### config.mk
export PLATFORM = sky130hd
export DESIGN_NAME = count_wrap_tracker
export DESIGN_NICKNAME = d
export VERILOG_FILES = /design/src/rtl/count_wrap_pkg.sv /design/src/rtl/count_step_classify.sv /design/src/rtl/count_wrap_tracker.sv
export SDC_FILE = /design/constraint.sdc
export NUM_CORES = 1
export LEC_CHECK = 0
export BUFFER_PORTS_ARGS = -buffer_cell sky130_fd_sc_hd__buf_2
export CAP_MARGIN = 15
export CELL_PAD_IN_SITES_DETAIL_PLACEMENT = 2
export CELL_PAD_IN_SITES_GLOBAL_PLACEMENT = 2
export CORE_AREA = 8 8 59 98
export DETAILED_ROUTE_END_ITERATION = 12
export DIE_AREA = 0 0 67 106
export PLACE_DENSITY_LB_ADDON = 0.1
export SLEW_MARGIN = 20
export SYNTH_ARGS = -nofsm -noshare
export SYNTH_HDL_FRONTEND = slang
export SYNTH_SLANG_ARGS = --single-unit
### constraint.sdc
create_clock -name Clk -period 6.8 [get_ports Clk]
set_input_delay 0.68 -clock Clk [delete_from_list [all_inputs] [get_ports Clk]]
set_output_delay 0.68 -clock Clk [all_outputs]
set_load 0.02 [all_outputs]
### src/rtl/count_wrap_pkg.sv
// count_wrap_pkg: shared FSM/step encodings and Turns limits for count_wrap_tracker
package count_wrap_pkg;
  typedef enum logic [1:0] {ST_INIT, ST_TRACK, ST_RESYNC} state_t;
  typedef enum logic [1:0] {STEP_HOLD, STEP_INC, STEP_DEC, STEP_JUMP} step_t;
  localparam logic signed [7:0] TURNS_MAX = 8'sh7f;
  localparam logic signed [7:0] TURNS_MIN = 8'sh80;
endpackage

### src/rtl/count_step_classify.sv
// count_step_classify: classifies the mod-16 step from the previous to the current counter sample
module count_step_classify
  import count_wrap_pkg::*;
(
  input  logic [3:0] i_count,
  input  logic [3:0] i_prev,
  output step_t      o_step,
  output logic       o_wrap_up,
  output logic       o_wrap_dn
);
  logic [3:0] w_delta;
  assign w_delta = i_count - i_prev;
  assign o_step = (w_delta == 4'd0) ? STEP_HOLD :
                  (w_delta == 4'd1) ? STEP_INC  :
                  (w_delta == 4'hf) ? STEP_DEC  : STEP_JUMP;
  assign o_wrap_up = (o_step == STEP_INC) && (i_prev == 4'hf);
  assign o_wrap_dn = (o_step == STEP_DEC) && (i_prev == 4'h0);
endmodule

### src/rtl/count_wrap_tracker.sv
// count_wrap_tracker: extends a 4-bit up/down counter into a signed wrap count with error flags.
// Optional stall detection is built when COUNT_WRAP_STALL_DETECT_EN is defined.
module count_wrap_tracker
  import count_wrap_pkg::*;
#(
  parameter bit UP_LEVEL     = 1'b1,
  parameter int STALL_CYCLES = 16
) (
  input  logic              Clk,
  input  logic              reset,
  input  logic [3:0]        Count,
  input  logic              UpOrDown,
  output logic              Valid,
  output logic              Ovf,
  output logic              Unf,
  output logic signed [7:0] Turns,
  output logic [11:0]       ExtCount,
  output logic              Jump,
  output logic              DirErr,
  output logic              Sat,
  output logic              Stall
);
  state_t            r_state, w_state_n;
  logic [3:0]        r_prev, w_prev_n;
  logic signed [7:0] r_turns, w_turns_n;
  logic              r_valid, r_ovf, r_unf, r_jump, r_dir_err, r_sat;
  logic              w_valid_n, w_ovf_n, w_unf_n, w_jump_n, w_dir_err_n, w_sat_n;
  step_t             w_step;
  logic              w_wrap_up, w_wrap_dn;
  count_step_classify u_classify (
    .i_count  (Count),
    .i_prev   (r_prev),
    .o_step   (w_step),
    .o_wrap_up(w_wrap_up),
    .o_wrap_dn(w_wrap_dn)
  );
  always_comb begin
    w_state_n   = r_state;
    w_prev_n    = Count;
    w_turns_n   = r_turns;
    w_valid_n   = 1'b1;
    w_ovf_n     = 1'b0;
    w_unf_n     = 1'b0;
    w_jump_n    = 1'b0;
    w_dir_err_n = 1'b0;
    w_sat_n     = r_sat;
    case (r_state)
      ST_INIT: begin
        w_turns_n = '0;
        w_state_n = ST_TRACK;
      end
      ST_TRACK: begin
        w_ovf_n     = w_wrap_up;
        w_unf_n     = w_wrap_dn;
        w_dir_err_n = (w_step == STEP_INC && UpOrDown != UP_LEVEL) ||
                      (w_step == STEP_DEC && UpOrDown == UP_LEVEL);
        if (w_wrap_up) begin
          if (r_turns == TURNS_MAX) w_sat_n = 1'b1;
          else w_turns_n = r_turns + 8'sd1;
        end
        if (w_wrap_dn) begin
          if (r_turns == TURNS_MIN) w_sat_n = 1'b1;
          else w_turns_n = r_turns - 8'sd1;
        end
        // a jump loses the turn history, so the baseline is rebuilt via RESYNC
        if (w_step == STEP_JUMP) begin
          w_jump_n  = 1'b1;
          w_turns_n = '0;
          w_sat_n   = 1'b0;
          w_valid_n = 1'b0;
          w_state_n = ST_RESYNC;
        end
      end
      default: w_state_n = ST_TRACK;
    endcase
  end
  always_ff @(posedge Clk) begin
    if (reset) begin
      r_state   <= ST_INIT;
      r_prev    <= '0;
      r_turns   <= '0;
      r_valid   <= 1'b0;
      r_ovf     <= 1'b0;
      r_unf     <= 1'b0;
      r_jump    <= 1'b0;
      r_dir_err <= 1'b0;
      r_sat     <= 1'b0;
    end else begin
      r_state   <= w_state_n;
      r_prev    <= w_prev_n;
      r_turns   <= w_turns_n;
      r_valid   <= w_valid_n;
      r_ovf     <= w_ovf_n;
      r_unf     <= w_unf_n;
      r_jump    <= w_jump_n;
      r_dir_err <= w_dir_err_n;
      r_sat     <= w_sat_n;
    end
  end
`ifdef COUNT_WRAP_STALL_DETECT_EN
  localparam logic [7:0] STALL_LIM = 8'(STALL_CYCLES);
  logic [7:0] r_stall_cnt;
  logic       r_stall, w_hold;
  assign w_hold = (r_state == ST_TRACK) && (w_step == STEP_HOLD);
  always_ff @(posedge Clk) begin
    if (reset) begin
      r_stall_cnt <= '0;
      r_stall     <= 1'b0;
    end else begin
      r_stall_cnt <= !w_hold ? 8'd0 : (r_stall_cnt == STALL_LIM) ? r_stall_cnt : r_stall_cnt + 8'd1;
      r_stall     <= w_hold && (r_stall_cnt >= STALL_LIM - 8'd1);
    end
  end
  assign Stall = r_stall;
`else
  logic w_unused_cfg;
  assign w_unused_cfg = ^8'(STALL_CYCLES);
  assign Stall = 1'b0;
`endif
  assign Valid    = r_valid;
  assign Ovf      = r_ovf;
  assign Unf      = r_unf;
  assign Jump     = r_jump;
  assign DirErr   = r_dir_err;
  assign Sat      = r_sat;
  assign Turns    = r_turns;
  assign ExtCount = {r_turns, r_prev};
endmodule
==> summary.md <==
| Metric | Value |
|---|---|
| Avg Cell Area, Syn | 8.25 um2 |
| Nature of the critical path startpoint | primary input |
| Delay of the slowest cell on the worst path | 0.40 ns |
| Result of the run | finished clean |
| Antenna violations before repair | 0 |
| Total negative setup slack | 0 ns |
| Final layout net count | 203 |
| Number of nets in the synthesized netlist | 178 |
| Clock period minus worst slack | 2.85 ns |
| GR Overflow Total | 0 |
| Final Wtd Congestion | roughly 0.87 |
| Unrepaired setup endpoints after global routing | false |
| Max-cap violations | 0 |
| Leakage power summed over all cells | 0.668 nW |
| Setup Buffers After CTS | 0 |
| Util after Layout | 34.4% |
| Cells taking the most area after synthesis | sky130_fd_sc_hd__dfxtp_1 30%, sky130_fd_sc_hd__ha_1 5.6%, sky130_fd_sc_hd__buf_4 5.0% |
| Max Clock Skew | 0.00815 ns |
| Detailed-route wire length | 4510 um |
| Port Buffer Count | 32 |
| Ratio of routed vias to standard cells | 5.38 |
| TritonCTS clock tree | built |
| Clock insertion delay at the later pin of the skew report | 0.26 ns |
| Per-cell routed wire length | 18.8 um |
| H-tree levels | 1 |
| GR Util All Layers | 13.2% |
| Post-synthesis instance total | about 160 |
| Critical path data required time | 6.98 ns |
| Distinct cell type count after synthesis | 56 |
| Timing-limited maximum frequency | 351 MHz |
| Cell with the biggest individual delay on the critical path | sky130_fd_sc_hd__fa_1 |
| Highest metal layer with signal wires | met4 |
| Hold/Removal Path Class | flip-flop to flip-flop |
| Row count | 33 |
| Total met3 wirelength after detailed routing | 158 um |
| Max Root-Sink Buffers | 2 |
| Horiz. Die Dim | roughly 67 um |
| Sinks on the clock net | 20 |
| Ys async rst share | 0% |
| Number of enable-type register cells in the synthesized netlist | 0 |
| Hold buffers post-CTS | 0 |
| Floorplan die area | approximately 0.0071 mm2 |
| Kind of critical path | primary input to flip-flop |
| Diode insertion count for antenna repair | 0 |
| Post-route cell area | 0.00156 mm2 |
| Antenna-violating nets left | 0 |
| Num ports | 34 |
| Number of max-slew violations in the final report | 0 |
| Number of instances in the placed design | approximately 240 |
| Sum of net half-perimeters after detailed placement | 3770 um |
| Post-detailed-placement cell area | around 0.0015 mm2 |
| Total setup violations reported at the end of the flow | 0 |
| Share of the synthesized area in the top cell type | 29.6% |
| Crit path buf inv count | 2 |
| Period utilisation layout | 42.0% |
| Final-report hold violation count | 0 |
| Count of vias placed by the detailed router | 1291 |
| Synth Cell Area | approximately 0.0014 mm2 |
| CP delay by family, top | simple AND/OR/NAND/NOR gates |
| Multi-input gate area | roughly 830 um2 |
| Wire length on met2 | ~2700 um |
| Number of global-route vias before repair | 1487 |
| Worst Path Max Fanout | 6 |
| Number of buffers created by CTS | 3 |
| First-pass GRT wire length | between 7000 and 8000 um |
| Largest net degree at the start of global routing | 13 |
| Peak supply drop | 0.129 mV |
| Iteration-0 DRC count of the detailed router | around 40 |
| Total power per unit cell area | 209 mW/mm2 |
| Portion of the post-synthesis area used by sequential elements | 29.6% |
| Clock root buffer master | sky130_fd_sc_hd__clkbuf_8 |
| PostCTS Resize Cnt | 0 |
| Final Instance Count excl. Fillers | 240 |
| Cell chain of the critical path | buf_2, inv_1, ha_1, fa_1, xor2_1, nor3_1, nand4_1, nor2_1, o21ai_0, a221oi_2 |
| Nature of the critical path endpoint | flip-flop |
| Most used flip-flop cell after synthesis | sky130_fd_sc_hd__dfxtp_1 |
| Worst Path Arrival | 3.04 ns |
| Yosys top cell by area | sky130_fd_sc_hd__dfxtp_1 |
| Warning count from the yosys run | 0 |
| Length of the first detailed-routing pass in iterations | 4 |
| Yosys reg bits | 20 |
| Number of fill cells | roughly 550 |
| Initial core utilization | 29.8% |
| Post-route met1 wirelength | 1540 um |
| Clock transition at path regs | ~0.090 ns |
| Placeable core region | 0.00454 mm2 |
| Fraction of final layout cells with drive strength greater than 1 | 27.7% |
| DIE HEIGHT | 106 um |
| Layout-stage area growth over the synthesis result | 15.4% |
| Residual DRC count | 0 |
| Area of all sequential standard cells | 400 um2 |
-- power breakdown --
group / switching [mW] / internal (mW) / leakage (nW) / total (mW)
combinational: 0.0438 / 0.0273 / 0.469 / 0.0712
clock: 0.0447 / 0.0786 / 0.0357 / 0.123
sequential: 0.00800 / 0.123 / 0.163 / 0.131
total: 0.0965 / 0.229 / 0.668 / 0.326
-- area by class of cell --
type / count / share of cell area [%]
multi-input cells: 122 / 53.0
clock buffers: 3 / 2.64
inverters: 10 / 2.40
repair buffers: 32 / 10.3
clock inverters: 1 / 1.92
flip-flops and latches: 20 / 25.6
well taps: 52 / 4.17
-- kinds of logic (layout without fill, tap and decap cells) --
| family | after synthesis | in the layout | synth area share (%) |
|---|---|---|---|
| other | 1 | 1 | 0.277 |
| adder cells (fa/ha/maj) | 7 | 7 | 7.03 |
| XOR/XNOR | 3 | 3 | 1.94 |
| AND/OR/NAND/NOR | 78 | 78 | 33.1 |
| flip-flops | 20 | 20 | 29.6 |
| AO/OA/AOI/OAI | 33 | 33 | 18.8 |
| buffers and inverters | 22 | 46 | 9.25 |
-- per-stage QoR --
stage	hold WS (ns)	worst slack [ns]	power, mW
2_1_floorplan	0.552	4.03	0.188
3_3_place_gp	0.511	3.73	0.205
3_5_place_dp	0.512	3.68	0.207
4_1_cts	0.529	3.96	0.333
5_1_grt	0.552	3.74	0.343
6_report	0.521	3.95	0.326
-- layer usage --
layer / up-vias / global-route usage, %
met2: 21 / 26.7
li1: 629 / -
met3: 6 / 2.00
met1: 635 / 11.9
met4: 0 / 4.96
met5: - / 0
-- state kept, by name (all words and copies together), names as in the netlist --
register / count
r_prev: 4
Ovf: 1
r_state: 2
Turns: 8
Jump: 1
DirErr: 1
Valid: 1
Unf: 1
Sat: 1
-- cell usage in the layout, fill, tap and decap left out, types with 3 or more instances in the layout --
cell type | synthesis | layout
sky130_fd_sc_hd__buf_2 | 0 | 32
sky130_fd_sc_hd__dfxtp_1 | 20 | 20
sky130_fd_sc_hd__nor2_1 | 18 | 18
sky130_fd_sc_hd__inv_1 | 10 | 10
sky130_fd_sc_hd__nand2_1 | 10 | 10
sky130_fd_sc_hd__nand3_1 | 9 | 9
sky130_fd_sc_hd__nor3_1 | 7 | 7
sky130_fd_sc_hd__a21oi_1 | 6 | 6
sky130_fd_sc_hd__ha_1 | 6 | 6
sky130_fd_sc_hd__and3b_1 | 4 | 4
sky130_fd_sc_hd__nand4_1 | 4 | 4
sky130_fd_sc_hd__nor2b_1 | 3 | 3
sky130_fd_sc_hd__a211oi_1 | 3 | 3
sky130_fd_sc_hd__o21ai_0 | 3 | 3
sky130_fd_sc_hd__clkbuf_8 | 0 | 3
-- cell usage after synthesis, types with 2 or more instances --
master	instances
sky130_fd_sc_hd__dfxtp_1	20
sky130_fd_sc_hd__nor2_1	18
sky130_fd_sc_hd__inv_1	10
sky130_fd_sc_hd__nand2_1	10
sky130_fd_sc_hd__buf_4	9
sky130_fd_sc_hd__nand3_1	9
sky130_fd_sc_hd__nor3_1	7
sky130_fd_sc_hd__a21oi_1	6
sky130_fd_sc_hd__ha_1	6
sky130_fd_sc_hd__and3b_1	4
sky130_fd_sc_hd__nand4_1	4
sky130_fd_sc_hd__a211oi_1	3
sky130_fd_sc_hd__nor2b_1	3
sky130_fd_sc_hd__o21ai_0	3
sky130_fd_sc_hd__a21oi_2	2
sky130_fd_sc_hd__a41oi_1	2
sky130_fd_sc_hd__and3_1	2
sky130_fd_sc_hd__nand2b_1	2
sky130_fd_sc_hd__nor4_1	2
sky130_fd_sc_hd__o21ai_2	2
sky130_fd_sc_hd__o22a_1	2
sky130_fd_sc_hd__o22ai_1	2
sky130_fd_sc_hd__or3_1	2
sky130_fd_sc_hd__xnor2_1	2
-- worst register-to-register path: stages (launching register included) --
cell	delay, ns
sky130_fd_sc_hd__dfxtp_1	0.38
sky130_fd_sc_hd__inv_1	0.06
sky130_fd_sc_hd__ha_1	0.33
sky130_fd_sc_hd__and3b_1	0.23
sky130_fd_sc_hd__or3_1	0.53
sky130_fd_sc_hd__a21o_4	0.32
sky130_fd_sc_hd__or3_4	0.42
sky130_fd_sc_hd__a41o_1	0.25
sky130_fd_sc_hd__o21a_1	0.10
-- final timing paths --
check	end	from	slack, ns	depth (start not counted)
max reg2reg	Turns[5]$_SDFFE_PP0P_	r_prev[2]$_SDFF_PP0_	4.08	8
max	Turns[0]$_SDFFE_PP0P_	Count[0]	3.95	10
min reg2reg	Sat$_SDFFE_PP0P_	Sat$_SDFFE_PP0P_	0.52	2
min	Sat$_SDFFE_PP0P_	Sat$_SDFFE_PP0P_	0.52	2
Power figures use the tool's default switching activity.
